`src/rtl/vga_output_stage_pkg.sv`:
```
// Shared video definitions: Bayer matrix, PMOD bit positions, colour types.
// Also holds the per-channel dither helper used by the output stage.
package vga_output_stage_pkg;

  typedef struct packed {
    logic [3:0] r;
    logic [3:0] g;
    logic [3:0] b;
  } rgb444_t;

  typedef struct packed {
    logic [1:0] r;
    logic [1:0] g;
    logic [1:0] b;
  } rgb222_t;

  typedef struct packed {
    logic       hsync;
    logic       vsync;
    logic       blank;
    logic [1:0] x;
    logic [1:0] y;
  } timing_t;

  // PMOD pin order: {hsync, B0, G0, R0, vsync, B1, G1, R1}
  localparam int PMOD_HS = 7;
  localparam int PMOD_B0 = 6;
  localparam int PMOD_G0 = 5;
  localparam int PMOD_R0 = 4;
  localparam int PMOD_VS = 3;
  localparam int PMOD_B1 = 2;
  localparam int PMOD_G1 = 1;
  localparam int PMOD_R1 = 0;

  // 4x4 ordered-dither matrix, row-major (row = y, column = x), first entry in MSBs
  localparam logic [63:0] BAYER_M = {
    4'd0,  4'd8,  4'd2,  4'd10,
    4'd12, 4'd4,  4'd14, 4'd6,
    4'd3,  4'd11, 4'd1,  4'd9,
    4'd15, 4'd7,  4'd13, 4'd5
  };

  function automatic logic [3:0] bayer_thr(input logic [1:0] x, input logic [1:0] y);
    logic [3:0] idx;
    idx = {y, x};
    return BAYER_M[(15 - int'(idx)) * 4 +: 4];
  endfunction

  // Adds the top two threshold bits and saturates instead of wrapping to black.
  function automatic logic [1:0] dither_chan(input logic [3:0] c, input logic [3:0] thr,
                                             input logic en);
    logic [4:0] s;
    s = {1'b0, c} + {3'b000, thr[3:2]};
    if (!en) return c[3:2];
    return s[4] ? 2'b11 : s[3:2];
  endfunction

endpackage

```
`src/rtl/vga_output_stage_if.sv`:
```
// Timing/colour inputs and PMOD/frame outputs of the VGA output stage.
// Master drives the video inputs; slave is the output stage itself.
interface vga_output_stage_if #(
  parameter int FRAME_BITS = 8
);
  logic                  enable;
  logic                  hsync_in;
  logic                  vsync_in;
  logic                  blank_in;
  logic [1:0]            x_lsb;
  logic [1:0]            y_lsb;
  logic [3:0]            r_in;
  logic [3:0]            g_in;
  logic [3:0]            b_in;
  logic                  dither_en;
  logic [7:0]            vga_out;
  logic                  frame_start;
  logic [FRAME_BITS-1:0] frame_count;

  modport master (
    output enable, hsync_in, vsync_in, blank_in, x_lsb, y_lsb,
    output r_in, g_in, b_in, dither_en,
    input  vga_out, frame_start, frame_count
  );

  modport slave (
    input  enable, hsync_in, vsync_in, blank_in, x_lsb, y_lsb,
    input  r_in, g_in, b_in, dither_en,
    output vga_out, frame_start, frame_count
  );
endinterface

```
`src/rtl/vga_output_stage_sync_delay_line.sv`:
```
// Enable-gated shift register that refills with FILL on reset.
// Latency DEPTH enabled cycles; holds contents while shift is low.
module sync_delay_line #(
  parameter int               WIDTH = 7,
  parameter int               DEPTH = 2,
  parameter logic [WIDTH-1:0] FILL  = '0
) (
  input  logic             clk,
  input  logic             reset_n,
  input  logic             shift,
  input  logic [WIDTH-1:0] data,
  output logic [WIDTH-1:0] tail
);

  logic [WIDTH-1:0] stage [DEPTH];

  always_ff @(posedge clk or negedge reset_n) begin
    if (!reset_n) begin
      for (int i = 0; i < DEPTH; i++) stage[i] <= FILL;
    end else if (shift) begin
      stage[0] <= data;
      for (int i = 1; i < DEPTH; i++) stage[i] <= stage[i-1];
    end
  end

  assign tail = stage[DEPTH-1];

endmodule

```
`src/rtl/vga_output_stage.sv`:
```
// Aligns timing to renderer latency, blanks/dithers RGB444 to RGB222, drives PMOD.
// Sync latency PIPE_DEPTH+1 enabled cycles, colour 1; no backpressure, enable-gated.
module vga_output_stage
  import vga_output_stage_pkg::*;
#(
  parameter int   PIPE_DEPTH = 2,
  parameter logic SYNC_IDLE  = 1'b1,
  parameter int   FRAME_BITS = 8
) (
  input logic               clk,
  input logic               reset_n,
  vga_output_stage_if.slave vid
);

  localparam timing_t TIMING_FILL = '{
    hsync: SYNC_IDLE, vsync: SYNC_IDLE, blank: 1'b1, x: 2'd0, y: 2'd0
  };
  localparam logic [7:0] VGA_IDLE = {SYNC_IDLE, 3'b000, SYNC_IDLE, 3'b000};

  timing_t               tim_head;
  timing_t               tim_tail;
  rgb444_t               colour;
  rgb222_t               q;
  logic [3:0]            thr;
  logic [7:0]            vga_next;
  logic [7:0]            vga_reg;
  logic                  vs_prev;
  logic                  frame_edge;
  logic                  frame_start_reg;
  logic [FRAME_BITS-1:0] frame_cnt;

  assign tim_head = '{
    hsync: vid.hsync_in, vsync: vid.vsync_in, blank: vid.blank_in,
    x: vid.x_lsb, y: vid.y_lsb
  };
  assign colour = '{r: vid.r_in, g: vid.g_in, b: vid.b_in};

  sync_delay_line #(
    .WIDTH ($bits(timing_t)),
    .DEPTH (PIPE_DEPTH),
    .FILL  (TIMING_FILL)
  ) u_sync_delay (
    .clk     (clk),
    .reset_n (reset_n),
    .shift   (vid.enable),
    .data    (tim_head),
    .tail    (tim_tail)
  );

  always_comb begin
    thr = bayer_thr(tim_tail.x, tim_tail.y);
    q.r = dither_chan(colour.r, thr, vid.dither_en);
    q.g = dither_chan(colour.g, thr, vid.dither_en);
    q.b = dither_chan(colour.b, thr, vid.dither_en);
    if (tim_tail.blank) q = '0;

    vga_next          = '0;
    vga_next[PMOD_HS] = tim_tail.hsync;
    vga_next[PMOD_B0] = q.b[0];
    vga_next[PMOD_G0] = q.g[0];
    vga_next[PMOD_R0] = q.r[0];
    vga_next[PMOD_VS] = tim_tail.vsync;
    vga_next[PMOD_B1] = q.b[1];
    vga_next[PMOD_G1] = q.g[1];
    vga_next[PMOD_R1] = q.r[1];
  end

  // vs_prev tracks what vga_out shows, so frame_start lines up with the visible vsync edge
  assign frame_edge = (vs_prev == SYNC_IDLE) && (tim_tail.vsync != SYNC_IDLE);

  always_ff @(posedge clk or negedge reset_n) begin
    if (!reset_n) begin
      vga_reg         <= VGA_IDLE;
      vs_prev         <= SYNC_IDLE;
      frame_start_reg <= 1'b0;
      frame_cnt       <= '0;
    end else begin
      frame_start_reg <= vid.enable && frame_edge;
      if (vid.enable) begin
        vga_reg <= vga_next;
        vs_prev <= tim_tail.vsync;
        if (frame_edge) frame_cnt <= frame_cnt + FRAME_BITS'(1);
      end
    end
  end

  assign vid.vga_out     = vga_reg;
  assign vid.frame_start = frame_start_reg;
  assign vid.frame_count = frame_cnt;

endmodule

```
`src/flat_wrapper.sv`:
```
// flat-port wrapper written by rule: the top's interface ports become plain ports
module vga_output_stage_flat import vga_output_stage_pkg::*;
#(
  parameter int   PIPE_DEPTH = 2,
  parameter logic SYNC_IDLE  = 1'b1,
  parameter int   FRAME_BITS = 8
)
  (clk, reset_n, vid_enable, vid_hsync_in, vid_vsync_in, vid_blank_in, vid_x_lsb, vid_y_lsb, vid_r_in, vid_g_in, vid_b_in, vid_dither_en, vid_vga_out, vid_frame_start, vid_frame_count);
  vga_output_stage_if #(.FRAME_BITS(FRAME_BITS)) vid_i ();
  input logic clk;
  input logic reset_n;
  input wire logic [$bits(vid_i.enable)-1:0] vid_enable;
  input wire logic [$bits(vid_i.hsync_in)-1:0] vid_hsync_in;
  input wire logic [$bits(vid_i.vsync_in)-1:0] vid_vsync_in;
  input wire logic [$bits(vid_i.blank_in)-1:0] vid_blank_in;
  input wire logic [$bits(vid_i.x_lsb)-1:0] vid_x_lsb;
  input wire logic [$bits(vid_i.y_lsb)-1:0] vid_y_lsb;
  input wire logic [$bits(vid_i.r_in)-1:0] vid_r_in;
  input wire logic [$bits(vid_i.g_in)-1:0] vid_g_in;
  input wire logic [$bits(vid_i.b_in)-1:0] vid_b_in;
  input wire logic [$bits(vid_i.dither_en)-1:0] vid_dither_en;
  output wire logic [$bits(vid_i.vga_out)-1:0] vid_vga_out;
  output wire logic [$bits(vid_i.frame_start)-1:0] vid_frame_start;
  output wire logic [$bits(vid_i.frame_count)-1:0] vid_frame_count;
  assign vid_i.enable = vid_enable;
  assign vid_i.hsync_in = vid_hsync_in;
  assign vid_i.vsync_in = vid_vsync_in;
  assign vid_i.blank_in = vid_blank_in;
  assign vid_i.x_lsb = vid_x_lsb;
  assign vid_i.y_lsb = vid_y_lsb;
  assign vid_i.r_in = vid_r_in;
  assign vid_i.g_in = vid_g_in;
  assign vid_i.b_in = vid_b_in;
  assign vid_i.dither_en = vid_dither_en;
  assign vid_vga_out = vid_i.vga_out;
  assign vid_frame_start = vid_i.frame_start;
  assign vid_frame_count = vid_i.frame_count;
  vga_output_stage #(.PIPE_DEPTH(PIPE_DEPTH), .SYNC_IDLE(SYNC_IDLE), .FRAME_BITS(FRAME_BITS)) u_core (.clk(clk), .reset_n(reset_n), .vid(vid_i));
endmodule
```
`config.mk`:
```
export PLATFORM = sky130hd
export DESIGN_NAME = vga_output_stage_flat
export DESIGN_NICKNAME = d
export VERILOG_FILES = /design/src/rtl/vga_output_stage_pkg.sv /design/src/rtl/vga_output_stage_if.sv /design/src/rtl/vga_output_stage_sync_delay_line.sv /design/src/rtl/vga_output_stage.sv /design/src/flat_wrapper.sv
export SDC_FILE = /design/constraint.sdc
export NUM_CORES = 1
export LEC_CHECK = 0
export BUFFER_PORTS_ARGS = -buffer_cell sky130_fd_sc_hd__buf_2
export CAP_MARGIN = 40
export CORE_UTILIZATION = 44
export DETAILED_ROUTE_END_ITERATION = 8
export HOLD_SLACK_MARGIN = 0.06
export MAX_ROUTING_LAYER = met4
export PLACE_DENSITY = 0.74
export REMOVE_ABC_BUFFERS = 1
export SETUP_SLACK_MARGIN = 0.02
export SLEW_MARGIN = 20
export SYNTH_ARGS = -nofsm -noshare
export SYNTH_HDL_FRONTEND = slang
export SYNTH_SLANG_ARGS = --single-unit
```
`constraint.sdc`:
```
create_clock -name clk -period 1.45 [get_ports clk]
set_input_delay 0.29 -clock clk [delete_from_list [all_inputs] [get_ports clk]]
set_output_delay 0.29 -clock clk [all_outputs]
set_load 0.05 [all_outputs]
```
== Yosys cells after proc, flatten, opt, wreduce, memory -nomap -nowiden ==
Cells that the tools add are included.

* Flip-flop bits (word level): 32
* Input port bits: 23
* Output and inout bits: 17
* Word-level logic and storage cells: 23

* Add/subtract/negate cells: 5
* Shift-type cells: 1
* Muxes and demuxes: 7
* Bitwise operators: 1
* Reductions and logical operators: 3

{| class="wikitable"
|+ Operators with widths
! operator !! number
|-
| 64-bit by 32-bit variable part select with 4-bit output, first input constant || 1
|-
| 4-bit by 2-bit adder with 5-bit output || 3
|-
| 2-bit 2-to-1 mux || 6
|-
| 8-bit by 1-bit adder with 8-bit output, second input constant || 1
|-
| 6-bit 2-to-1 mux || 1
|-
| 4-bit by 4-bit subtractor with 5-bit output, first input constant || 1
|-
| 1-bit logical AND || 2
|-
| 2-bit AND reduction || 1
|-
| 1-bit inverter || 1
|}

== Logic depth before layout (Yosys ltp) ==
Gate-level depths: netlist (run 1).

* Depth after elaboration: 6
* Mapped depth: 5
* Gate-level depth less buffers: 5

== By module ==
Synthesis (run 1) repeated with hierarchy kept, for this count alone.

* Cells, all modules: 108
* Area total of the unflattened synthesis: 1,452.6 um2

{| class="wikitable"
|+ Modules (own cells, without submodules)
! module !! times used !! cells an instance !! area an instance (um2) !! sequential area each (um2)
|-
| vga_output_stage || 1 || 72 || 873.3 || 427.9
|-
| sync_delay_line || 1 || 36 || 579.3 || 357.8
|}

== Least setup slack after synthesis (run 1) ==
Ideal clock, no wire load.

* Kind: reg-to-reg
* Start point: reg u_core.u_sync_delay.stage (netlist bit u_core.u_sync_delay.tail[0])
* End point: reg u_core.vga_reg[4] (netlist: u_core.vid.vga_out[4])
* Setup time: 0.101 ns
* Arrival time: 1.486 ns
* Data required time: 1.349 ns
* Setup slack: -0.137 ns
* Cell stages (with the launch flop): 6
* Path buffers: 0
* Cells stage by stage: dfrtp_1 -> xor2_1 -> ha_1 -> a31o_1 -> and4b_1 -> o32ai_1

* Longest elaborated chain between the ends: 6

{| class="wikitable"
|+ Ends and longest elaborated chain
! item !! RTL line !! text
|-
| from (decl) || vga_output_stage_sync_delay_line.sv:15 || <nowiki>logic [WIDTH-1:0] stage [DEPTH];</nowiki>
|-
| 4-bit by 4-bit subtractor with 5-bit output || vga_output_stage_pkg.sv:46 || <nowiki>return BAYER_M[(15 - int'(idx)) * 4 +: 4];</nowiki>
|-
| 64-bit by 32-bit variable part select with 4-bit output || vga_output_stage_pkg.sv:46 ||
|-
| 4-bit by 2-bit adder with 5-bit output || vga_output_stage_pkg.sv:53 || <nowiki>s = {1'b0, c} + {3'b000, thr[3:2]};</nowiki>
|-
| 2-bit 2-to-1 mux (2 in series) || vga_output_stage_pkg.sv:55 || <nowiki>return s[4] ? 2'b11 : s[3:2];</nowiki>
|-
| 6-bit 2-to-1 mux || vga_output_stage.sv:55 || <nowiki>if (tim_tail.blank) q = '0;</nowiki>
|-
| to (signal assigned) || vga_output_stage.sv:80 || <nowiki>vga_reg <= vga_next;</nowiki>
|-
| to (decl) || vga_output_stage.sv:26 || <nowiki>logic [7:0] vga_reg;</nowiki>
|}

Every way passes these cells.
A chain may end at the register's enable or synchronous reset.

== Worst setup path after layout (run 1) ==
* Start point: reg u_core.u_sync_delay.stage (netlist bit u_core.u_sync_delay.tail[2])
* End point: reg u_core.vga_reg[6] (netlist: u_core.vid.vga_out[6])

The elaborated chain is that of the path after synthesis.

==> reports/metrics.yaml, run 1 <==
global_routing:
  grt_busiest_layer: "met2"
  grt_util_met1: 0.215
  initial_antenna_violation_count: 0
  grt_pass1_wl_um: 3800
  via_count_of_the_first_global_routing_pass: 884
  grt_start_max_net_pins: 28
  globalRouteMet2Util: 0.319
  met3_usage: 0.0333
  global_route.overflow_total: 0
  track_usage: 0.184
timing:
  max_slew_margin: 0.615
  timing_hold_violations_final: 0
  period_needed_ns: 1.60
  grt_setup_unrepaired: "true"
  final_max_slew_viol_count: 0
  tightest_slew_ns: 0.577
  final.setup.worst_slack_ns: -0.148
  timing.clock.skew_ns: 0.00591
  timing.final.crit_share: 1.10
  achievable-frequency_mhz: 626
  setup-violations-final: 6
logic_synthesis:
  synth.lib_cells_used.distinct: 26
  yosys-top-cells-count: "sky130_fd_sc_hd__dfrtp_1 (19), sky130_fd_sc_hd__mux2_2 (12), sky130_fd_sc_hd__dfstp_2 (8), sky130_fd_sc_hd__inv_1 (6), sky130_fd_sc_hd__xnor2_1 (6)"
  ys.warnings.count: 0
  synth_area_leader_cell: "sky130_fd_sc_hd__dfrtp_1"
  synth_edf_count: 0
  synth_top_area_share: 0.389
  syn_area_per_cell_um2: 13.3
  synthMostInstantiatedCell: "sky130_fd_sc_hd__dfrtp_1"
  ys_seq_area_frac: 0.561
  netlist_instances: 92
  yosys-top-cells-area: "sky130_fd_sc_hd__dfrtp_1 (39%), sky130_fd_sc_hd__dfstp_2 (17%), sky130_fd_sc_hd__mux2_2 (11%)"
  postSynthRegisterBits: 27
  post_synth_instance_area_um2: 1220
  ys_dominant_reg_cell: "sky130_fd_sc_hd__dfrtp_1"
  async_flop_share: 1.00
power:
  power_density_nw_per_um2: 1460
  p_leak_uw: 0.000722
  design_power_total_uw: 2200
  max-vdd-ir-drop_mv: 1.08
floorplan:
  floorplan.die.height_um: 54.7
  std_cell_rows: 18
  floorplan.die_area_um2: 2990
  placeable_area_um2: 2540
  io-pin-count: 40
  effective_utilization_at_floorplan: 0.480
  die-width_um: 54.7
status:
  run_status: "finished, violations left"
  violations: "negative setup slack"
placed_design:
  dpl-instance-area_um2: 1430
  place.port_buffers: 37
  hpwlAfterDp_um: 1640
  globalplace.congestion: 0.714
detailed_routing:
  routed_via_density: 5.34
  finalWirelength_um: 2220
  detail_route.first_pass.iterations: 4
  drt_iter0_drc: 14
  final_antenna_net_count: 0
  post_drt_wl_per_cell_um: 13.7
  route.detailed.drc: 0
  detailroute.via_count: 865
clock_network:
  cts_tree: "done"
  clk_pin_slew_worst_paths_ns: 0.15
  numCtsBuffers: 3
  root_buffer: "sky130_fd_sc_hd__clkbuf_4"
  cts_max_level: 1
  cts.sink_count: 27
  clkLatencyLatePin_ns: 0.32
  clock_tree.buffer_depth: 2
final_layout:
  stdcell_area_um2: 1510
  fill_cell_count: 214
  finish.net_count: 160
  layout_cells_sized_above_1: 0.530
  antenna_cells: 0
  syn2layout_area_growth_pct: 23.6
setup_path:
  worst_path_buffer_plus_inverter_count: 0
  worst_setup_start_kind: "register"
  timing.critical_path.slowest_cell_delay_ns: 0.43
  end_kind: "register"
  cp_top_family: "flip-flops"
  timing.critical_path.required_ns: 1.69
  cp_slowest_cell: "sky130_fd_sc_hd__dfrtp_1"
  critPathMaxFanout: 3
  timing_worst_setup_path_type: "register to register"
  cp_cell_sequence: "xor2_2 -> ha_1 -> a31o_2 -> and4b_1 -> o32ai_2"
  worst_path_arrival_time_ns: 1.84
flow_run:
  maxCapViolations: 0
worst_hold_path:
  holdCritPathClass: "input port to register"
## what timing repair did
action	CTS	global route
pin swaps	6	2
buffers inserted	0	0
setup endpoints to repair	9	9
hold endpoints to repair	19	0
hold buffers	1	0
gates resized for setup	6	3
## cells in the final DEF, fill, tap and decap left out, drive strengths merged, types with 2 or more instances in the layout
| cell | Yosys | layout |
|---|---|---|
| a31o | 3 | 3 |
| buf | 5 | 38 |
| nand3 | 3 | 3 |
| o32ai | 3 | 3 |
| and4b | 3 | 3 |
| ha | 4 | 4 |
| o22ai | 3 | 3 |
| a31oi | 3 | 3 |
| mux2 | 13 | 13 |
| inv | 6 | 6 |
| dfrtp | 19 | 19 |
| and4 | 2 | 2 |
| xnor2 | 6 | 6 |
| xor2 | 2 | 2 |
| a21oi | 3 | 3 |
| clkbuf | 0 | 5 |
| dfstp | 8 | 8 |
| nand4 | 2 | 2 |
## where the power goes
part	internal, µW	switching [µW]
Sequential	906	133
Clock	105	226
Combinational	285	542
Total	1300	900
## layer usage
metal	vias up	routed length, µm
met5	-	0
met4	0	13
met3	2	108
met2	28	1060
met1	421	1040
li1	414	-
## worst reg2reg max path, cell delays in order (launching register included)
cell and delay, ns:
sky130_fd_sc_hd__dfrtp_1 0.43, sky130_fd_sc_hd__xor2_2 0.20, sky130_fd_sc_hd__ha_1 0.28, sky130_fd_sc_hd__a31o_2 0.22, sky130_fd_sc_hd__and4b_1 0.19, sky130_fd_sc_hd__o32ai_2 0.20
## worst paths after layout
path | cells past startpoint | slack (ns) | startpoint | endpoint
setup / recovery | 5 | -0.15 | u_core.u_sync_delay.tail[2]$_DFFE_PN0P_ | u_core.vid.vga_out[6]$_DFFE_PN0P_
setup reg to reg | 5 | -0.15 | u_core.u_sync_delay.tail[2]$_DFFE_PN0P_ | u_core.vid.vga_out[6]$_DFFE_PN0P_
max in group asynchronous | 2 | 0.59 | reset_n | u_core.vid.frame_count[3]$_DFFE_PN0P_
min in group asynchronous | 2 | 0.47 | reset_n | u_core.vid.vga_out[2]$_DFFE_PN0P_
hold / removal | 2 | 0.19 | vid_vsync_in | u_core.u_sync_delay.stage[12]$_DFFE_PN1P_
hold reg to reg | 1 | 0.48 | u_core.vid.frame_count[7]$_DFFE_PN0P_ | u_core.vid.frame_count[7]$_DFFE_PN0P_
## final cells by class
class	instances	area, µm²	share of cell area
Sequential cell	27	686	0.454
Multi-Input combinational cell	54	503	0.333
Timing Repair Buffer	41	230	0.153
Tap cell	30	37.5	0.0249
Clock buffer	3	22.5	0.0149
Inverter	6	22.5	0.0149
Clock inverter	1	7.51	0.00498
## logic make-up (layout without fill, tap and decap cells)
| logic type | Yosys count | in the layout | synth area share |
|---|---|---|---|
| XOR/XNOR | 8 | 8 | 0.0574 |
| AO/OA/AOI/OAI | 15 | 15 | 0.0922 |
| flip-flops | 27 | 27 | 0.561 |
| AND/OR/NAND/NOR | 14 | 14 | 0.0820 |
| adder cells (fa/ha/maj) | 4 | 4 | 0.0410 |
| buffers and inverters | 11 | 51 | 0.0461 |
| multiplexers | 13 | 13 | 0.120 |
## through the flow
step | hold slack [ns] | TNS [ns] | worst slack (ns) | util | instances
global placement | 0.312 | -0.578 | -0.151 | 0.563 | 157
detailed placement | 0.331 | -0.956 | -0.254 | 0.563 | 157
global route | 0.167 | -1.10 | -0.264 | 0.593 | 162
finish | 0.187 | -0.494 | -0.148 | 0.593 | 162
floorplan | -0.00559 | -0.493 | -0.137 | - | 87
CTS | 0.176 | -0.489 | -0.152 | 0.590 | 162
Note: power is estimated with default switching activity, not from simulation.
==> inputs of run 2 (changes only) <==
--- a/config.mk
+++ b/config.mk
@@ -13,7 +13,6 @@
 export MAX_ROUTING_LAYER = met4
 export PLACE_DENSITY = 0.74
 export REMOVE_ABC_BUFFERS = 1
-export SETUP_SLACK_MARGIN = 0.02
 export SLEW_MARGIN = 20
 export SYNTH_ARGS = -nofsm -noshare
 export SYNTH_HDL_FRONTEND = slang
==> reports/metrics.yaml, run 2 (synthesis results as in run 1) <==
setup_path:
  timing_worst_setup_path_type: "register to register"
  worst_setup_start_kind: "register"
  critPathMaxFanout: 3
  timing.reg2reg.worst_path_depth: 5
  worst_path_arrival_time_ns: 1.84
  timing.critical_path.required_ns: 1.69
  end_kind: "register"
placed_design:
  place.port_buffers: 37
  place_ws_ns: -0.254
  hpwlAfterDp_um: 1640
  post-place-cells: 157
  globalplace.congestion: 0.714
timing:
  setup-violations-final: 6
  tightest_slew_ns: 0.578
  grt_setup_unrepaired: "true"
  final_max_slew_viol_count: 0
  timing.final.crit_share: 1.10
  timing.clock.skew_ns: 0.00580
  period_needed_ns: 1.60
  achievable-frequency_mhz: 625
  timing_hold_violations_final: 0
  max_slew_margin: 0.615
  final.setup.worst_slack_ns: -0.149
worst_hold_path:
  min_path_cells: 2
  holdCritPathClass: "input port to register"
clock_network:
  clkLatencyLatePin_ns: 0.32
  cts.repair_timing.setup_buffer_count: 0
  cts_max_level: 1
  cts_tree: "done"
  clock_tree.buffer_depth: 2
  root_buffer: "sky130_fd_sc_hd__clkbuf_4"
  numCtsBuffers: 3
  clk_pin_slew_worst_paths_ns: 0.15
  cts.sink_count: 27
floorplan:
  placeable_area_um2: 2540
  io-pin-count: 40
  floorplan.die_area_um2: 2990
  std_cell_rows: 18
  effective_utilization_at_floorplan: 0.480
  die-width_um: 54.7
  floorplan.die.height_um: 54.7
detailed_routing:
  final_antenna_net_count: 0
  post_drt_wl_per_cell_um: 13.7
  finalWirelength_um: 2220
  drt_iter0_drc: 14
  route.detailed.drc: 0
  routed_via_density: 5.37
  detail_route.first_pass.iterations: 4
  detailroute.via_count: 870
final_layout:
  finish.net_count: 160
  final_cell_count_no_fill: 162
  layout_cells_sized_above_1: 0.523
  mostFrequentLayoutCell: "sky130_fd_sc_hd__buf_2"
  antenna_cells: 0
  fill_cell_count: 216
  mostFrequentLayoutCells: "sky130_fd_sc_hd__buf_2 (34), sky130_fd_sc_hd__dfrtp_1 (19), sky130_fd_sc_hd__mux2_2 (12), sky130_fd_sc_hd__dfstp_2 (8)"
  syn2layout_area_growth_pct: 23.1
global_routing:
  via_count_of_the_first_global_routing_pass: 883
  global_route.overflow_total: 0
  track_usage: 0.184
  grt_start_max_net_pins: 28
  initial_antenna_violation_count: 0
  grt_pass1_wl_um: 3780
flow_run:
  maxCapViolations: 0
power:
  max-vdd-ir-drop_mv: 1.07
  p_leak_uw: 0.000721
  power_density_nw_per_um2: 1450
status:
  violations: "negative setup slack"
  run_status: "finished, violations left"
run 2: changes by cell type in the layout (fill, tap and decap cells not counted):
cell                       previous run  this run
sky130_fd_sc_hd__and3b_1              0         1
sky130_fd_sc_hd__clkbuf_4             5         6
sky130_fd_sc_hd__buf_2               32        34
sky130_fd_sc_hd__and3b_2              1         0
sky130_fd_sc_hd__buf_4                6         3
run 2: report_power, final:
part | internal, µW | switching (µW)
Clock | 105 | 228
Combinational | 268 | 542
Sequential | 906 | 132
run 2: what timing repair did:
| item | 4_1_cts | 5_1_grt |
|---|---|---|
| hold buffers | 1 | 0 |
| endpoints found under the setup margin | 6 | 9 |
| endpoints found under the hold margin | 19 | 0 |
| resized for setup | 3 | 3 |
| pin swaps | 6 | 2 |
| cloned | 0 | 0 |
run 2: critical path, stage by stage, from the launching register on:
cell	delay (ns)
sky130_fd_sc_hd__dfrtp_1	0.43
sky130_fd_sc_hd__xor2_2	0.20
sky130_fd_sc_hd__ha_1	0.28
sky130_fd_sc_hd__a31o_2	0.22
sky130_fd_sc_hd__and4b_1	0.19
sky130_fd_sc_hd__o32ai_2	0.20
run 2: final timing paths:
check | from | end | slack, ns
hold / removal | vid_vsync_in | u_core.u_sync_delay.stage[12]$_DFFE_PN1P_ | 0.19
setup / recovery | u_core.u_sync_delay.tail[2]$_DFFE_PN0P_ | u_core.vid.vga_out[6]$_DFFE_PN0P_ | -0.15
setup reg to reg | u_core.u_sync_delay.tail[2]$_DFFE_PN0P_ | u_core.vid.vga_out[6]$_DFFE_PN0P_ | -0.15
hold reg to reg | u_core.vid.frame_count[7]$_DFFE_PN0P_ | u_core.vid.frame_count[7]$_DFFE_PN0P_ | 0.48
max in group asynchronous | reset_n | u_core.u_sync_delay.tail[0]$_DFFE_PN0P_ | 0.60
min in group asynchronous | reset_n | u_core.vid.vga_out[2]$_DFFE_PN0P_ | 0.47
run 2: final cells by class:
class / instances / area [µm²] / share of cell area
inverter: 6 / 22.5 / 0.0150
multi-input combinational: 54 / 502 / 0.334
sequential: 27 / 686 / 0.456
tap: 30 / 37.5 / 0.0250
timing repair buffer: 41 / 225 / 0.150
clock inverter: 1 / 7.51 / 0.00500
clock buffer: 3 / 22.5 / 0.0150
run 2: through the flow:
stage,hold WS [ns],util,power (µW),setup TNS (ns),area (µm²)
floorplan,-0.00559,-,1600,-0.493,1190
global placement,0.312,0.563,1800,-0.578,1430
detailed placement,0.331,0.563,1840,-0.956,1430
CTS,0.176,0.588,2190,-0.489,1500
global route,0.167,0.590,2300,-1.10,1500
finish,0.186,0.590,2180,-0.498,1500
run 2: per-layer routing:
metal | vias up | GRT usage | share of wire
li1 | 415 | - | -
met3 | 2 | 0.0333 | 0.048
met4 | 0 | 0.0556 | 0.0059
met5 | - | - | 0
met1 | 425 | 0.215 | 0.46
met2 | 28 | 0.317 | 0.49
